File: config.mk
export PLATFORM = sky130hd
export DESIGN_NAME = pipe_hazard_ctrl
export DESIGN_NICKNAME = d
export VERILOG_FILES = /design/src/rtl/pipe_pkg.sv /design/src/rtl/fwd_sel.sv /design/src/rtl/pipe_hazard_ctrl.sv
export SDC_FILE = /design/constraint.sdc
export NUM_CORES = 1
export LEC_CHECK = 0
export CAP_MARGIN = 20
export CORE_ASPECT_RATIO = 0.7
export CORE_MARGIN = 2
export CORE_UTILIZATION = 45
export CTS_CLUSTER_DIAMETER = 150
export DETAILED_ROUTE_END_ITERATION = 8
export PLACE_DENSITY = 0.74
export SYNTH_ARGS = -nofsm -noshare
export SYNTH_HDL_FRONTEND = slang
export SYNTH_SLANG_ARGS = --single-unit
File: constraint.sdc
create_clock -name clk -period 1.73 [get_ports clk]
set_input_delay 0.173 -clock clk [delete_from_list [all_inputs] [get_ports clk]]
set_output_delay 0.173 -clock clk [all_outputs]
set_load 0.02 [all_outputs]
File: src/rtl/pipe_pkg.sv
// Shared types for the pipeline hazard controller: forwarding encodings,
// branch-resolution stage identifiers and the per-stage instruction record.
package pipe_pkg;

  // Record address fields are sized to hold any supported RA_W (up to 8 bits)
  localparam int REC_RA_W = 8;

  localparam logic [1:0] FWD_RF  = 2'b00;
  localparam logic [1:0] FWD_MEM = 2'b10;
  localparam logic [1:0] FWD_WB  = 2'b01;

  localparam int BR_EX  = 2;
  localparam int BR_MEM = 3;

  typedef struct packed {
    logic                valid;
    logic [REC_RA_W-1:0] rd;
    logic [REC_RA_W-1:0] rs1;
    logic [REC_RA_W-1:0] rs2;
    logic                regwrite;
    logic                memread;
  } stage_rec_t;

  // True when a record will write a non-zero register that matches src
  function automatic logic rec_writes(input stage_rec_t rec, input logic [REC_RA_W-1:0] src);
    return rec.valid && rec.regwrite && (rec.rd != {REC_RA_W{1'b0}}) && (rec.rd == src);
  endfunction

endpackage

File: src/rtl/fwd_sel.sv
// Forwarding source select for one EX operand; the MEM result is newer than
// the WB result, so it takes priority.
module fwd_sel
  import pipe_pkg::*;
(
  input  logic                ex_valid,
  input  logic [REC_RA_W-1:0] src,
  input  stage_rec_t          mem_rec,
  input  stage_rec_t          wb_rec,
  output logic [1:0]          fwd
);

  logic unused_fields_s;
  assign unused_fields_s = ^{mem_rec.rs1, mem_rec.rs2, mem_rec.memread,
                             wb_rec.rs1, wb_rec.rs2, wb_rec.memread};

  // Operand source priority: MEM, then WB, else register file
  always_comb begin
    fwd = FWD_RF;
    if (!ex_valid) begin
      fwd = FWD_RF;
    end else if (rec_writes(mem_rec, src)) begin
      fwd = FWD_MEM;
    end else if (rec_writes(wb_rec, src)) begin
      fwd = FWD_WB;
    end else begin
      fwd = FWD_RF;
    end
  end

endmodule

File: src/rtl/pipe_hazard_ctrl.sv
// Five-stage pipeline hazard controller: load-use interlock, branch squash,
// operand forwarding and saturating stall/flush statistics.
module pipe_hazard_ctrl
  import pipe_pkg::*;
#(
  parameter int RA_W     = 5,
  parameter int BR_STAGE = 2,
  parameter int CNT_W    = 16
) (
  input  logic             clk,
  input  logic             rst,
  input  logic             id_valid,
  input  logic [RA_W-1:0]  id_rs1,
  input  logic [RA_W-1:0]  id_rs2,
  input  logic [RA_W-1:0]  id_rd,
  input  logic             id_rs1_used,
  input  logic             id_rs2_used,
  input  logic             id_regwrite,
  input  logic             id_memread,
  input  logic             br_taken,
  output logic             pc_stall,
  output logic             ifid_stall,
  output logic             idex_bubble,
  output logic             ifid_flush,
  output logic             idex_flush,
  output logic             exmem_flush,
  output logic [1:0]       fwd_a,
  output logic [1:0]       fwd_b,
  output logic             ex_valid,
  output logic             mem_valid,
  output logic             wb_valid,
  output logic [CNT_W-1:0] stall_cnt,
  output logic [CNT_W-1:0] flush_cnt
);

  localparam logic [CNT_W-1:0] CNT_MAX = {CNT_W{1'b1}};

  stage_rec_t          ex_r, mem_r, wb_r;
  stage_rec_t          ex_next_s, mem_next_s;
  logic [REC_RA_W-1:0] id_rs1_s, id_rs2_s, id_rd_s;
  logic                load_use_s, br_rec_valid_s, taken_s;
  logic [CNT_W-1:0]    stall_cnt_r, flush_cnt_r;

  assign id_rs1_s = REC_RA_W'(id_rs1);
  assign id_rs2_s = REC_RA_W'(id_rs2);
  assign id_rd_s  = REC_RA_W'(id_rd);

  // Hazard detection and interlock/squash controls; a taken branch overrides the stall
  always_comb begin
    load_use_s = id_valid && ex_r.valid && ex_r.memread && (ex_r.rd != {REC_RA_W{1'b0}}) &&
                 (((ex_r.rd == id_rs1_s) && id_rs1_used) || ((ex_r.rd == id_rs2_s) && id_rs2_used));
    br_rec_valid_s = (BR_STAGE == BR_MEM) ? mem_r.valid : ex_r.valid;
    taken_s        = br_taken && br_rec_valid_s;
    pc_stall       = load_use_s && !taken_s;
    ifid_stall     = load_use_s && !taken_s;
    idex_bubble    = load_use_s && !taken_s;
    ifid_flush     = taken_s;
    idex_flush     = taken_s;
    exmem_flush    = taken_s && (BR_STAGE == BR_MEM);
  end

  // Next-state records: squashed or bubbled slots become all-zero records
  always_comb begin
    ex_next_s  = '0;
    mem_next_s = '0;
    if (id_valid && !idex_flush && !idex_bubble) begin
      ex_next_s.valid    = 1'b1;
      ex_next_s.rd       = id_rd_s;
      ex_next_s.rs1      = id_rs1_s;
      ex_next_s.rs2      = id_rs2_s;
      ex_next_s.regwrite = id_regwrite;
      ex_next_s.memread  = id_memread;
    end else begin
      ex_next_s = '0;
    end
    if (exmem_flush) begin
      mem_next_s = '0;
    end else begin
      mem_next_s = ex_r;
    end
  end

  // Stage record registers; the pipe advances every cycle
  always_ff @(posedge clk or negedge rst) begin
    if (!rst) begin
      ex_r  <= '0;
      mem_r <= '0;
      wb_r  <= '0;
    end else begin
      ex_r  <= ex_next_s;
      mem_r <= mem_next_s;
      wb_r  <= mem_r;
    end
  end

  // Saturating statistics counters
  always_ff @(posedge clk or negedge rst) begin
    if (!rst) begin
      stall_cnt_r <= {CNT_W{1'b0}};
      flush_cnt_r <= {CNT_W{1'b0}};
    end else begin
      if (pc_stall && (stall_cnt_r != CNT_MAX)) begin
        stall_cnt_r <= stall_cnt_r + CNT_W'(1);
      end else begin
        stall_cnt_r <= stall_cnt_r;
      end
      if (taken_s && (flush_cnt_r != CNT_MAX)) begin
        flush_cnt_r <= flush_cnt_r + CNT_W'(1);
      end else begin
        flush_cnt_r <= flush_cnt_r;
      end
    end
  end

  fwd_sel u_fwd_a (
    .ex_valid (ex_r.valid),
    .src      (ex_r.rs1),
    .mem_rec  (mem_r),
    .wb_rec   (wb_r),
    .fwd      (fwd_a)
  );

  fwd_sel u_fwd_b (
    .ex_valid (ex_r.valid),
    .src      (ex_r.rs2),
    .mem_rec  (mem_r),
    .wb_rec   (wb_r),
    .fwd      (fwd_b)
  );

  assign ex_valid  = ex_r.valid;
  assign mem_valid = mem_r.valid;
  assign wb_valid  = wb_r.valid;
  assign stall_cnt = stall_cnt_r;
  assign flush_cnt = flush_cnt_r;

endmodule
==> run summary <==
## Outcome
* complete, but fails checks — run status
* setup timing — violations in the final reports

## Clock network
* 0.35 ns — latest clock arrival within the worst-skew pair
* sky130_fd_sc_hd__clkbuf_8 — root cell of the clock tree
* done — clock tree from TritonCTS
* 0.07 ns — clock slew at the register clock pins of the worst setup and hold paths
* 3 — H-tree levels
* 2 — buffer levels on the longest clock path
* 64 — Sinks on Clock Net
* 9 — TritonCTS buffer count

## Detailed routing
* 5.19 — DR vias/cell
* 0 — DRC Markers
* 8990 um — Total Routed Length
* 4 — iteration count of the initial detailed-routing pass
* 0 — remaining number of nets flagged by the antenna check after routing
* 18.2 um — drt wl/cell
* 150 — number of DRC markers in iteration 0
* 2563 — overall via count from detail_route

## Power and ir drop
* 2.84 mW — cell-internal power
* 1.08 mW — Net Switching
* 2.24 nW — Leak Pwr
* 0.429 — sequential cell fraction of total power
* 0.579 mV — Peak VDD IR
* 3.92 mW — power after layout
* 0.359 — part of the power in the clock network
* 0.213 — Combinational Power Share
* 0.275 — switching part of the total power
* 798 mW/mm2 — Power Dens Cells

## GRT
* 0.0634 — met3 routing resource usage after global routing
* 65 — maximum number of pins on one net before global-route repair
* 0.351 — met2 Track Usage GR
* met2 — Most Used Layer, Global Route
* 0.317 — routing usage on met1
* 12500 um — global-route wire length before repair
* 0.229 — Tot GR Track Use
* 0 — aggregate global routing overflow
* 2505 — vias in the first global route
* 0 — initial antenna violation count

## Place
* -0.568 ns — minimum setup slack after placement
* 0.851 — Final Wtd Congestion
* 457 — placed cell count
* 66 — buffers added on ports
* 5340 um — Detail Placement HPWL

## Finish
* 67.7% — layout-stage area growth over the synthesis result
* 0 — count of inserted antenna diode cells
* 494 — final standard cell count with taps included and fillers excluded
* 436 — number of nets in the layout
* 0.399 — ratio of cells with drive above 1 in the final layout

## Synthesis
* sky130_fd_sc_hd__dfrtp_1 — library cell occupying the most area in the post-synthesis netlist
* 36 — count of different cell masters after synthesis
* 0 — Yosys warnings
* 0.547 — area share of the leading cell type in the synthesized netlist
* 64 — post-synthesis sequential element count
* 0.547 — sequential share of the synthesized area
* sky130_fd_sc_hd__dfrtp_1 (55%), sky130_fd_sc_hd__xnor2_1 (12%), sky130_fd_sc_hd__xor2_1 (4.8%) — synth top area cells
* 285 — Post-Synthesis Net Count
* 11.3 um2 — Synth Area per Inst
* 260 — post-synthesis cell count
* 0.00293 mm2 — post-synthesis instance area

## Critical path
* reg2out — critical setup path kind
* 1.56 ns — Worst Path Required
* output port — type of element capturing the critical path
* register — Critical Path Source Type
* 2 — maximum fanout along the worst path
* 2.01 ns — CP Data Arrival Time

## STA
* 0 — number of slew-limit violations in the final report
* 2.18 ns — post-layout min period
* 0 — final hold viol count
* 1.26 — period utilisation layout
* 0.0146 ns — Setup Skew
* 458 MHz — maximum clock frequency
* -0.453 ns — fin worst setup slack
* 41 — setup violation total in the final timing report
* true — RSZ-0062 raised after global routing

## Floorplan
* 68 — number of primary I/O pins
* 71.5 um — overall die height
* 24 — number of cell rows
* 0.469 — initial core utilization
* 100 um — die width
* 0.00625 mm2 — placeable core region
* 0.00718 mm2 — Die ar.

## Worst hold path
* reg2reg — worst hold-check path type

## Flow run
* 0 — reported max-cap violation count

## worst paths after layout
check,startpoint,endpoint,slack [ns],cells after the start
max in group asynchronous,rst,stall_cnt[6],1.06,3
min,ex_r[1],mem_r[1],0.36,0
max reg2reg,ex_valid,stall_cnt[12],-0.23,9
min in group asynchronous,rst,flush_cnt[15],0.38,3
max,mem_r[19],fwd_a[0],-0.45,6
min reg2reg,ex_r[1],mem_r[1],0.36,0
## synth_stat cells
| cell | instances |
|---|---|
| sky130_fd_sc_hd__dfrtp_1 | 64 |
| sky130_fd_sc_hd__xnor2_1 | 41 |
| sky130_fd_sc_hd__and2_1 | 20 |
| sky130_fd_sc_hd__nand3_1 | 20 |
| sky130_fd_sc_hd__nand2_1 | 16 |
| sky130_fd_sc_hd__xor2_1 | 16 |
| sky130_fd_sc_hd__nor2_1 | 12 |
| sky130_fd_sc_hd__nand4_1 | 11 |
| sky130_fd_sc_hd__nor3_1 | 8 |
| sky130_fd_sc_hd__and3_1 | 6 |
| sky130_fd_sc_hd__nor4_1 | 5 |
| sky130_fd_sc_hd__buf_4 | 4 |
| sky130_fd_sc_hd__inv_1 | 4 |
| sky130_fd_sc_hd__a21oi_1 | 3 |
| sky130_fd_sc_hd__a31oi_1 | 3 |
| sky130_fd_sc_hd__mux2_2 | 3 |
| sky130_fd_sc_hd__or4_1 | 3 |
| sky130_fd_sc_hd__buf_2 | 2 |
| sky130_fd_sc_hd__ha_1 | 2 |
| sky130_fd_sc_hd__a21oi_4 | 1 |
| sky130_fd_sc_hd__and4_1 | 1 |
| sky130_fd_sc_hd__and4b_1 | 1 |
| sky130_fd_sc_hd__buf_6 | 1 |
| sky130_fd_sc_hd__conb_1 | 1 |
| sky130_fd_sc_hd__inv_2 | 1 |
| sky130_fd_sc_hd__nand2b_1 | 1 |
| sky130_fd_sc_hd__nand3b_1 | 1 |
| sky130_fd_sc_hd__nand4b_1 | 1 |
| sky130_fd_sc_hd__o2111ai_1 | 1 |
| sky130_fd_sc_hd__o211ai_1 | 1 |
| sky130_fd_sc_hd__o21ai_0 | 1 |
| sky130_fd_sc_hd__o21ai_4 | 1 |
| sky130_fd_sc_hd__o22ai_2 | 1 |
| sky130_fd_sc_hd__or2_2 | 1 |
| sky130_fd_sc_hd__or3_1 | 1 |
| sky130_fd_sc_hd__or4_4 | 1 |
## cell usage in the layout, fill, tap and decap left out, drive strengths merged, types with 2 or more instances in the layout
cell | netlist | routed
a21oi | 4 | 4
mux2 | 3 | 3
nor2 | 12 | 12
clkdlybuf4s50 | 0 | 54
nand3 | 20 | 20
nor4 | 5 | 5
dlygate4sd2 | 0 | 2
dfrtp | 64 | 64
and2 | 20 | 20
a31oi | 3 | 3
clkinv | 0 | 2
clkinvlp | 0 | 2
bufinv | 0 | 2
nand2 | 16 | 16
xor2 | 16 | 16
inv | 5 | 5
or4 | 4 | 4
clkbuf | 0 | 10
o21ai | 2 | 2
buf | 7 | 88
nand4 | 11 | 11
nor3 | 8 | 8
xnor2 | 41 | 41
ha | 2 | 2
dlymetal6s2s | 0 | 2
and3 | 6 | 6
## power by group through the flow
| stage | sequential, mW | combinational, mW | clock, mW |
|---|---|---|---|
| finish | 1.68 | 0.833 | 1.41 |
| global route | 1.69 | 0.886 | 1.49 |
| CTS | 1.67 | 0.798 | 1.41 |
| detailed placement | 1.70 | 0.724 | 0 |
| global placement | 1.70 | 0.712 | 0 |
| floorplan | 1.81 | 0.210 | 0 |
## registers in the layout, summed over array words and instances, names as in the netlist
signal and count:
ex_r 17, flush_cnt 16, stall_cnt 16, mem_r 6
wb_r 6, ex_valid 1, mem_valid 1, wb_valid 1
## critical path: stages, from the launching register on
cell and delay, ns:
sky130_fd_sc_hd__dfrtp_1 0.38, sky130_fd_sc_hd__or4_4 0.53, sky130_fd_sc_hd__o211ai_1 0.21, sky130_fd_sc_hd__buf_4 0.18, sky130_fd_sc_hd__nor4_4 0.06, sky130_fd_sc_hd__nor4_4 0.12, sky130_fd_sc_hd__buf_4 0.17
## area by class of cell
type                       instances  area [um2]
multi-input combinational        184        1620
sequential                        64        1610
timing repair buffer             147        1360
fill                             368        1330
clock buffer                      10         128
tap                               78        97.6
clock inverter                     6        85.1
inverter                           5        18.8
## what timing repair did
action / in CTS / in global routing
pin swaps: 14 / 34
gates cloned: 1 / 0
endpoints found under the hold margin: 64 / 0
setup endpoints to repair: 41 / 45
setup buffers: 13 / 16
hold buffers: 1 / 0
gates resized for setup: 67 / 54
## metal layers
metal | vias up | routed length (um)
li1 | 1194 | -
met1 | 1263 | 3760
met2 | 83 | 4490
met3 | 23 | 438
met4 | 0 | 294
met5 | - | 0
## cell families (layout without fill, tap and decap cells)
group,after synthesis,count (layout),share of synthesized area
DFF,64,64,0.547
and+or+nand+nor,109,109,0.203
xor gates and xnor gates,57,57,0.170
buffers and inverters,12,168,0.0239
muxes,3,3,0.0115
AOI/OAI and AO/OA,12,12,0.0342
adders and majority gates,2,2,0.00854
other,1,1,0.00128
## per-stage QoR
step	utilization	TNS (ns)	hold WS (ns)	cell area, um2
CTS	0.742	-4.77	0.367	4640
detailed placement	0.667	-9.19	0.213	4170
finish	0.787	-5.79	0.364	4910
floorplan	-	-0.336	-0.123	3000
global route	0.787	-8.18	0.365	4910
global placement	0.667	-8.17	0.202	4170
Power figures use the tool's default switching activity.
